### config.mk
export PLATFORM = sky130hd
export DESIGN_NAME = sum_accumulator_flat
export DESIGN_NICKNAME = d
export VERILOG_FILES = /design/src/rtl/sum_accumulator_if.sv /design/src/rtl/sum_accumulator.sv /design/src/flat_wrapper.sv
export SDC_FILE = /design/constraint.sdc
export NUM_CORES = 1
export LEC_CHECK = 0
export CAP_MARGIN = 25
export CORE_MARGIN = 1.5
export CORE_UTILIZATION = 54
export CTS_BUF_LIST = sky130_fd_sc_hd__clkbuf_16
export DETAILED_ROUTE_END_ITERATION = 8
export PLACE_DENSITY = 0.85
export SETUP_SLACK_MARGIN = 0.15
export SLEW_MARGIN = 20
export SYNTH_ARGS = -nofsm -noshare
export SYNTH_HDL_FRONTEND = slang
export SYNTH_SLANG_ARGS = --single-unit
### constraint.sdc
create_clock -name clk -period 5.1 [get_ports clk]
set_input_delay 1.275 -clock clk [delete_from_list [all_inputs] [get_ports clk]]
set_output_delay 1.275 -clock clk [all_outputs]
set_load 0.03 [all_outputs]
### src/rtl/sum_accumulator_if.sv
// Handshake bundle between the adder output stage, the frame accumulator
// and the downstream checker/logger. The slave side is the accumulator.
interface sum_accumulator_if #(
    parameter int IN_W      = 14,
    parameter int ACC_W     = 18,
    parameter int FRAME_LEN = 16
);
    localparam int CNT_W = $clog2(FRAME_LEN + 1);

    // Input side: one adder sum per valid/ready handshake
    logic              in_valid;
    logic              in_ready;
    logic [IN_W-1:0]   in_sum;

    // Output side: frame total, sample count and sticky overflow
    logic              out_valid;
    logic              out_ready;
    logic [ACC_W-1:0]  out_acc;
    logic [CNT_W-1:0]  out_count;
    logic              out_ovf;

    modport master (
        output in_valid, in_sum, out_ready,
        input  in_ready, out_valid, out_acc, out_count, out_ovf
    );

    modport slave (
        input  in_valid, in_sum, out_ready,
        output in_ready, out_valid, out_acc, out_count, out_ovf
    );
endinterface

### src/rtl/sum_accumulator.sv
// Frame accumulator: sums FRAME_LEN unsigned adder results (or fewer when
// flushed) into a saturating ACC_W register and presents the total, sample
// count and sticky overflow flag until the consumer takes them.
module sum_accumulator #(
    parameter int IN_W      = 14,
    parameter int ACC_W     = 18,
    parameter int FRAME_LEN = 16
) (
    input  logic clk,
    input  logic rst_n,
    input  logic i_clear,
    input  logic i_flush,
    sum_accumulator_if.slave bus
);
    localparam int CNT_W = $clog2(FRAME_LEN + 1);

    typedef enum logic [1:0] {
        IDLE  = 2'd0,
        ACCUM = 2'd1,
        HOLD  = 2'd2
    } state_t;

    state_t             r_state;
    state_t             w_state_next;
    logic [ACC_W-1:0]   r_acc;
    logic [ACC_W-1:0]   w_acc_next;
    logic [CNT_W-1:0]   r_count;
    logic [CNT_W-1:0]   w_count_next;
    logic               r_ovf;
    logic               w_ovf_next;
    logic               r_in_ready;
    logic               r_out_valid;

    logic               w_accept;
    logic               w_release;
    logic [ACC_W:0]     w_sum;
    logic [CNT_W-1:0]   w_count_inc;
    logic               w_frame_full;

    // Handshake qualifiers and the one-bit-wider unsigned sum used for saturation
    always_comb begin
        w_accept     = bus.in_valid && r_in_ready && !i_clear;
        w_release    = r_out_valid && bus.out_ready;
        w_sum        = {1'b0, r_acc} + {{(ACC_W + 1 - IN_W){1'b0}}, bus.in_sum};
        w_count_inc  = r_count + 1'b1;
        w_frame_full = (w_count_inc == CNT_W'(FRAME_LEN));
    end

    // Next-state and next-datapath logic; clear overrides everything
    always_comb begin
        w_state_next = r_state;
        w_acc_next   = r_acc;
        w_count_next = r_count;
        w_ovf_next   = r_ovf;

        if (i_clear) begin
            w_state_next = IDLE;
            w_acc_next   = '0;
            w_count_next = '0;
            w_ovf_next   = 1'b0;
        end else begin
            case (r_state)
                IDLE, ACCUM: begin
                    if (w_accept) begin
                        // A sample arriving with flush is folded in before closing
                        w_acc_next   = w_sum[ACC_W] ? '1 : w_sum[ACC_W-1:0];
                        w_ovf_next   = r_ovf | w_sum[ACC_W];
                        w_count_next = w_count_inc;
                        w_state_next = (w_frame_full || i_flush) ? HOLD : ACCUM;
                    end else if (i_flush && (r_state == ACCUM)) begin
                        // Flush on an empty frame (IDLE) has nothing to report
                        w_state_next = HOLD;
                    end
                end
                HOLD: begin
                    if (w_release) begin
                        w_state_next = IDLE;
                        w_acc_next   = '0;
                        w_count_next = '0;
                        w_ovf_next   = 1'b0;
                    end
                end
                default: begin
                    w_state_next = IDLE;
                    w_acc_next   = '0;
                    w_count_next = '0;
                    w_ovf_next   = 1'b0;
                end
            endcase
        end
    end

    // State and datapath registers; handshake flags derive from the next state
    always_ff @(posedge clk or negedge rst_n) begin
        if (!rst_n) begin
            r_state     <= IDLE;
            r_acc       <= '0;
            r_count     <= '0;
            r_ovf       <= 1'b0;
            r_in_ready  <= 1'b0;
            r_out_valid <= 1'b0;
        end else begin
            r_state     <= w_state_next;
            r_acc       <= w_acc_next;
            r_count     <= w_count_next;
            r_ovf       <= w_ovf_next;
            r_in_ready  <= (w_state_next != HOLD);
            r_out_valid <= (w_state_next == HOLD);
        end
    end

    assign bus.in_ready  = r_in_ready;
    assign bus.out_valid = r_out_valid;
    assign bus.out_acc   = r_acc;
    assign bus.out_count = r_count;
    assign bus.out_ovf   = r_ovf;
endmodule

### src/flat_wrapper.sv
// flat-port wrapper written by rule: the top's interface ports become plain ports
module sum_accumulator_flat 
#(
    parameter int IN_W      = 14,
    parameter int ACC_W     = 18,
    parameter int FRAME_LEN = 16
)
  (clk, rst_n, i_clear, i_flush, bus_in_valid, bus_in_sum, bus_out_ready, bus_in_ready, bus_out_valid, bus_out_acc, bus_out_count, bus_out_ovf);
  sum_accumulator_if #(.IN_W(IN_W), .ACC_W(ACC_W), .FRAME_LEN(FRAME_LEN)) bus_i ();
  input  logic clk;
  input  logic rst_n;
  input  logic i_clear;
  input  logic i_flush;
  input wire logic [$bits(bus_i.in_valid)-1:0] bus_in_valid;
  input wire logic [$bits(bus_i.in_sum)-1:0] bus_in_sum;
  input wire logic [$bits(bus_i.out_ready)-1:0] bus_out_ready;
  output wire logic [$bits(bus_i.in_ready)-1:0] bus_in_ready;
  output wire logic [$bits(bus_i.out_valid)-1:0] bus_out_valid;
  output wire logic [$bits(bus_i.out_acc)-1:0] bus_out_acc;
  output wire logic [$bits(bus_i.out_count)-1:0] bus_out_count;
  output wire logic [$bits(bus_i.out_ovf)-1:0] bus_out_ovf;
  assign bus_i.in_valid = bus_in_valid;
  assign bus_i.in_sum = bus_in_sum;
  assign bus_i.out_ready = bus_out_ready;
  assign bus_in_ready = bus_i.in_ready;
  assign bus_out_valid = bus_i.out_valid;
  assign bus_out_acc = bus_i.out_acc;
  assign bus_out_count = bus_i.out_count;
  assign bus_out_ovf = bus_i.out_ovf;
  sum_accumulator #(.IN_W(IN_W), .ACC_W(ACC_W), .FRAME_LEN(FRAME_LEN)) u_core (.clk(clk), .rst_n(rst_n), .i_clear(i_clear), .i_flush(i_flush), .bus(bus_i));
endmodule
==> results of run 1 <==
## cells by family after synthesis
kind of cell / after synthesis / share of synthesized area, %
AOI/OAI and AO/OA: 82 / 29.97
xor gates and xnor gates: 12 / 5.234
adders and majority gates: 16 / 10.34
buffers and inverters: 9 / 2.928
DFF: 28 / 34.89
and+or+nand+nor: 69 / 16.64
## power breakdown
group | switching (mW) | leakage, nW | total, mW | internal [mW]
registers | 0.0252 | 0.375 | 0.273 | 0.247
logic | 0.216 | 0.739 | 0.376 | 0.160
clock network | 0.0792 | 0.0511 | 0.236 | 0.156
## synthesized netlist by cell type, types with 2 or more instances
cell      instances
nor2_1           17
xnor2_1           3
nand3_1          10
o22a_1            2
o21ai_0          14
a21boi_0          2
xor2_1            9
nor2b_1           2
a21oi_1          17
a21oi_2          10
or3_1             2
clkbuf_1          3
o21a_1            2
buf_2             2
a21o_1           13
o21ai_1           5
ha_1             15
or2_2             2
buf_6             3
dfrtp_1          28
nand4_1           2
nor3_1            3
and3_1            3
a22o_1            3
and3b_1           2
a31oi_1           2
nand2_1          19
## flip-flops by register name (all words and copies together) (netlist names)
| signal | flops |
|---|---|
| u_core.bus.out_valid | 1 |
| u_core.bus.out_acc | 18 |
| u_core.bus.out_count | 5 |
| u_core.bus.in_ready | 1 |
| u_core.r_state | 2 |
| u_core.bus.out_ovf | 1 |
## final timing paths
path / end / slack [ns] / start / depth (start not counted)
min in group asynchronous: u_core.bus.in_ready$_DFF_PN0_ / 1.38 / rst_n / 2
hold reg to reg: u_core.bus.out_ovf$_DFFE_PN0P_ / 0.51 / u_core.bus.out_ovf$_DFFE_PN0P_ / 1
hold / removal: u_core.bus.out_ovf$_DFFE_PN0P_ / 0.51 / u_core.bus.out_ovf$_DFFE_PN0P_ / 1
max in group asynchronous: u_core.bus.out_acc[3]$_DFFE_PN0P_ / 3.45 / rst_n / 2
setup reg to reg: u_core.bus.out_acc[13]$_DFFE_PN0P_ / 2.24 / u_core.bus.out_acc[0]$_DFFE_PN0P_ / 8
setup / recovery: u_core.bus.out_acc[13]$_DFFE_PN0P_ / 1.24 / bus_in_sum[0] / 9
## layer usage
| metal | share of wire, % | track usage (%) |
|---|---|---|
| met5 | 0 | 0 |
| met3 | 5.6 | 4.401 |
| met1 | 45 | 34.02 |
| met2 | 49 | 41.80 |
| met4 | 0.74 | 5.163 |
## per-stage QoR
| stage | utilization, % | cells | hold slack [ns] |
|---|---|---|---|
| after floorplan | - | 216 | 0.5903 |
| after global placement | 71.72 | 300 | 0.4883 |
| after detailed placement | 71.72 | 300 | 0.4964 |
| after CTS | 74.77 | 304 | 0.5119 |
| after global routing | 74.77 | 304 | 0.5266 |
| final | 74.77 | 304 | 0.5112 |
## final cells by class
| type | count | area (um^2) | share of cell area (%) |
|---|---|---|---|
| timing repair buffer | 46 | 457.9 | 17.79 |
| sequential | 28 | 700.7 | 27.22 |
| clock inverter | 1 | 30.03 | 1.167 |
| clock buffer | 3 | 75.07 | 2.917 |
| tap | 46 | 57.56 | 2.236 |
| multi-input combinational | 179 | 1249 | 48.52 |
| inverter | 1 | 3.754 | 0.1458 |
==> qor.txt, run 1 <==
DR pass1 iterations - 4
DRT antenna net count - 0
leakage - 1.165 nW
Arrival @ worst endpoint - 4.01 ns
CP Data Required Time - 5.25 ns
gp weighted congestion - 0.8210
period utilization - 75.70%
I/O pins - 46
Slew @ Worst Pin - 0.9650 ns
sequential area share after synthesis - 34.89%
Final Setup Violations - 0
CTS Buffer Depth - 2
post-synth design cell area - 2008 um^2
drt total wl - 4.572 mm
Setup Buffers After CTS - 0
Post-synth ARST share - 100.0%
total CTS buffers - 3
status - completed
Hold Fails Final Rpt - 0
via/cell ratio - 5.891
Ys Warns - 0
Final WS setup - 1.239 ns
WP buf/inv - 1
Hold Buf Count CTS - 0
clock slew at reported path FFs - 0.07 ns
vias in the first global route - 1,728
DR WL/cell - 15.04 um
Layout area overhead - 28.16%
Post-synth EDFFs - 0
PwrDens - 343.8 nW/um^2
Yosys top cell area share - 34.89%
CP max-delay cell - o211ai_4
Slew Limit Headroom - 35.51%
top cells by area, synth - dfrtp_1 (35%), ha_1 (9.3%), a21o_1 (4.9%), a21oi_2 (4.4%), a21oi_1 (4.2%)
Crit path max-delay family - compound AO/OA/AOI/OAI gates
commonest non-fill, non-tap cells in the layout - clkdlybuf4s50_1 (45), dfrtp_1 (28), nand2_1 (19)
# nets final - 295
TritonCTS clock tree - yes
initial antenna violation count - 0
Initial Util - 58.34%
peak supply drop - 0.3602 mV
setup TNS - 0 ns
placed inst area - 2469 um^2
ANT cells - 0
cell area after layout - 2574 um^2
commonest register cell after synthesis - dfrtp_1
H-tree Lvls - 1
post-synthesis area per instance - 9.297 um^2
crit-path cells - clkdlybuf4s50_1 -> ha_1 -> fa_1 -> a21o_2 -> a221oi_4 -> o31ai_2 -> o211ai_4 -> nor2_2 -> or3_1
largest net degree at the start of global routing - 29
Detailed Route Iter0 Violations - 121
Post-DP HPWL - 3.254 mm
Power Total - 884.8 uW
most common cell after layout, fill and taps aside - clkdlybuf4s50_1
layout cell share with drive strength beyond 1 - 10.08%
gr usage total - 25.00%
Hold/Removal Path Class - flop to flop
Die ar. - 4093 um^2
worst setup path class - input pin to flop
vias - 1,791
core area - 3442 um^2
Post-CTS Resized - 0
slowest stage delay, CP - 0.55 ns
row count - 21
final routed DRC violation total - 0
grt ovf - 0
crit-path max FO - 17
crit path capture type - flop
Vert. Die Dim - 63.98 um
clk root buf - clkbuf_16
DIE WIDTH - 63.98 um
pre-CTS setup slack - 0.9470 ns
Buffers on Ports - 45
CTS Sinks - 28
number of synthesized register bits - 28
Post-Syn Nets - 252
fillcell total - 268
max-cap violations - 0
clock insertion delay at the later pin of the skew report - 0.27 ns
RSZ-0062 raised after global routing - no
Final Skew - 0.003213 ns
Critical Path Start Type - input pin
fin crit period - 3.861 ns
top achievable clock speed - 0.2590 GHz
max-slew violation count - 0
post-synthesis cell count - 216
count of unique library cells instantiated by Yosys - 48
first-pass GRT wire length - 8.114 mm
cell taking the most area after synthesis - dfrtp_1
Power figures use the tool's default switching activity.
==> run 2, diff against run 1 <==
--- a/config.mk
+++ b/config.mk
@@ -7,10 +7,10 @@
 export LEC_CHECK = 0
 export CAP_MARGIN = 25
 export CORE_MARGIN = 1.5
-export CORE_UTILIZATION = 54
+export CORE_UTILIZATION = 50
 export CTS_BUF_LIST = sky130_fd_sc_hd__clkbuf_16
 export DETAILED_ROUTE_END_ITERATION = 8
-export PLACE_DENSITY = 0.85
+export PLACE_DENSITY = 0.8
 export SETUP_SLACK_MARGIN = 0.15
 export SLEW_MARGIN = 20
 export SYNTH_ARGS = -nofsm -noshare
==> constraint.sdc (replaced) <==
create_clock -name clk -period 3.7 [get_ports clk]
set_input_delay 0.925 -clock clk [delete_from_list [all_inputs] [get_ports clk]]
set_output_delay 0.925 -clock clk [all_outputs]
set_load 0.03 [all_outputs]
==> run 2 against run 1 <==
Via count up 0.95%. Global-route usage fell by 2.5 points. Critical path depth is 1 higher. Cell area rose by 1.3%. Hold slack worse by 0.022 ns. Die area grew 7.6%. Clock power increased by 37%. Sequential power increased by 37%. Critical path type unchanged. Highest routed layer unchanged.
==> qor.txt, run 2 (synthesized netlist as in run 1, its figures left out) <==
gp weighted congestion - 0.8663
non-filler cells, final - 310
Layout area overhead - 29.78%
most common cell after layout, fill and taps aside - clkdlybuf4s50_1
first-pass GRT wire length - 7.624 mm
DRT antenna net count - 0
top achievable clock speed - 0.3025 GHz
area occupied by multi-input gates - 1249 um^2
dpl cells - 306
# nets final - 299
CTS Sinks - 28
Slew Limit Headroom - 61.35%
WL met3 - 214 um
max-slew violation count - 0
Critical Path Start Type - input pin
r2r worst-path depth - 9
DR WL/cell - 14.90 um
Die ar. - 4406 um^2
crit path capture type - flop
PwrDens - 471.5 nW/um^2
DR pass1 iterations - 4
layout cell share with drive strength beyond 1 - 11.45%
Final Skew - 0.003562 ns
CTS Buffer Depth - 2
total CTS buffers - 3
clock insertion delay at the later pin of the skew report - 0.26 ns
Post-DP HPWL - 3.224 mm
crit-path max FO - 12
commonest non-fill, non-tap cells in the layout - clkdlybuf4s50_1 (45), dfrtp_1 (28), nand2_1 (19)
fin crit period - 3.306 ns
row count - 22
Arrival @ worst endpoint - 3.44 ns
Hold/Removal Path Class - flop to flop
RSZ-0062 raised after global routing - no
fillcell total - 322
worst setup path class - input pin to flop
I/O pins - 46
CP Data Required Time - 3.83 ns
largest net degree at the start of global routing - 29
initial antenna violation count - 0
met2 wire length - 2.199 mm
final routed DRC violation total - 0
Hold Fails Final Rpt - 0
vias - 1,808
max-cap violations - 0
DIE WIDTH - 66.38 um
via/cell ratio - 5.832
Top Layer Used - met4
Final Setup Violations - 0
hold path depth - 1
Detailed Route Iter0 Violations - 126
Buffers on Ports - 45
Initial Util - 53.25%
max reg flops - 18
peak supply drop - 0.5240 mV
grt ovf - 0
leakage - 1.184 nW
Setup Buffers After CTS - 0
Hold Buf Count CTS - 0
vias in the first global route - 1,683
Vert. Die Dim - 66.38 um
core area - 3771 um^2
period utilization - 89.34%
M1 WL - 2.130 mm
ANT cells - 0
gr usage total - 22.54%
clk root buf - clkbuf_16
FF+latch area - 700.7 um^2
Slew @ Worst Pin - 0.5797 ns
TritonCTS clock tree - yes
status - completed
H-tree Lvls - 1
setup TNS - 0 ns
Post-CTS Resized - 0
drt total wl - 4.618 mm
clock slew at reported path FFs - 0.07 ns
## run 2: layer usage
metal  vias up  GRT usage (%)
li1        886              -
met3         8          3.918
met1       856          29.73
met5         -              0
met2        58          37.25
met4         0          7.398
## run 2: worst max-delay path: stages
cell,delay (ns)
clkdlybuf4s50_1,0.41
ha_1,0.21
fa_1,0.41
a21o_2,0.26
a221oi_4,0.33
o31ai_2,0.14
o211ai_4,0.24
buf_4,0.28
nor2b_1,0.15
o21ai_0,0.07
## run 2: area by class of cell
cell class                 count  share of cell area (%)
sequential                    28                   26.88
clock inverter                 1                   1.152
inverter                       1                  0.1440
multi-input combinational    179                   47.91
tap                           48                   2.304
timing repair buffer          50                   18.72
clock buffer                   3                   2.880
## run 2: worst paths after layout
path,startpoint,end,slack [ns]
hold reg to reg,u_core.bus.out_ovf$_DFFE_PN0P_,u_core.bus.out_ovf$_DFFE_PN0P_,0.49
setup reg to reg,u_core.bus.out_acc[0]$_DFFE_PN0P_,u_core.bus.out_acc[0]$_DFFE_PN0P_,1.05
max in group asynchronous,rst_n,u_core.bus.out_acc[2]$_DFFE_PN0P_,2.40
min in group asynchronous,rst_n,u_core.bus.out_count[3]$_DFFE_PN0P_,1.03
hold / removal,u_core.bus.out_ovf$_DFFE_PN0P_,u_core.bus.out_ovf$_DFFE_PN0P_,0.49
setup / recovery,bus_in_sum[0],u_core.bus.out_acc[0]$_DFFE_PN0P_,0.39
## run 2: where the power goes
part / internal [mW] / leakage (nW) / switching, mW
sequential: 0.341 / 0.375 / 0.0332
clock: 0.216 / 0.0511 / 0.107
combinational: 0.225 / 0.757 / 0.307
total: 0.782 / 1.18 / 0.447
## run 2: through the flow
step | utilization, % | total power [mW] | setup slack (ns) | hold slack [ns] | instance area (um^2)
2_1_floorplan | - | 0.7474 | 0.7678 | 0.5903 | 2008
3_3_place_gp | 66.32 | 0.8921 | 0.1914 | 0.4738 | 2501
3_5_place_dp | 66.32 | 0.8977 | 0.1091 | 0.4809 | 2501
4_1_cts | 69.11 | 1.234 | 0.3794 | 0.4974 | 2606
5_1_grt | 69.11 | 1.295 | 0.2468 | 0.5045 | 2606
6_report | 69.11 | 1.229 | 0.3943 | 0.4896 | 2606
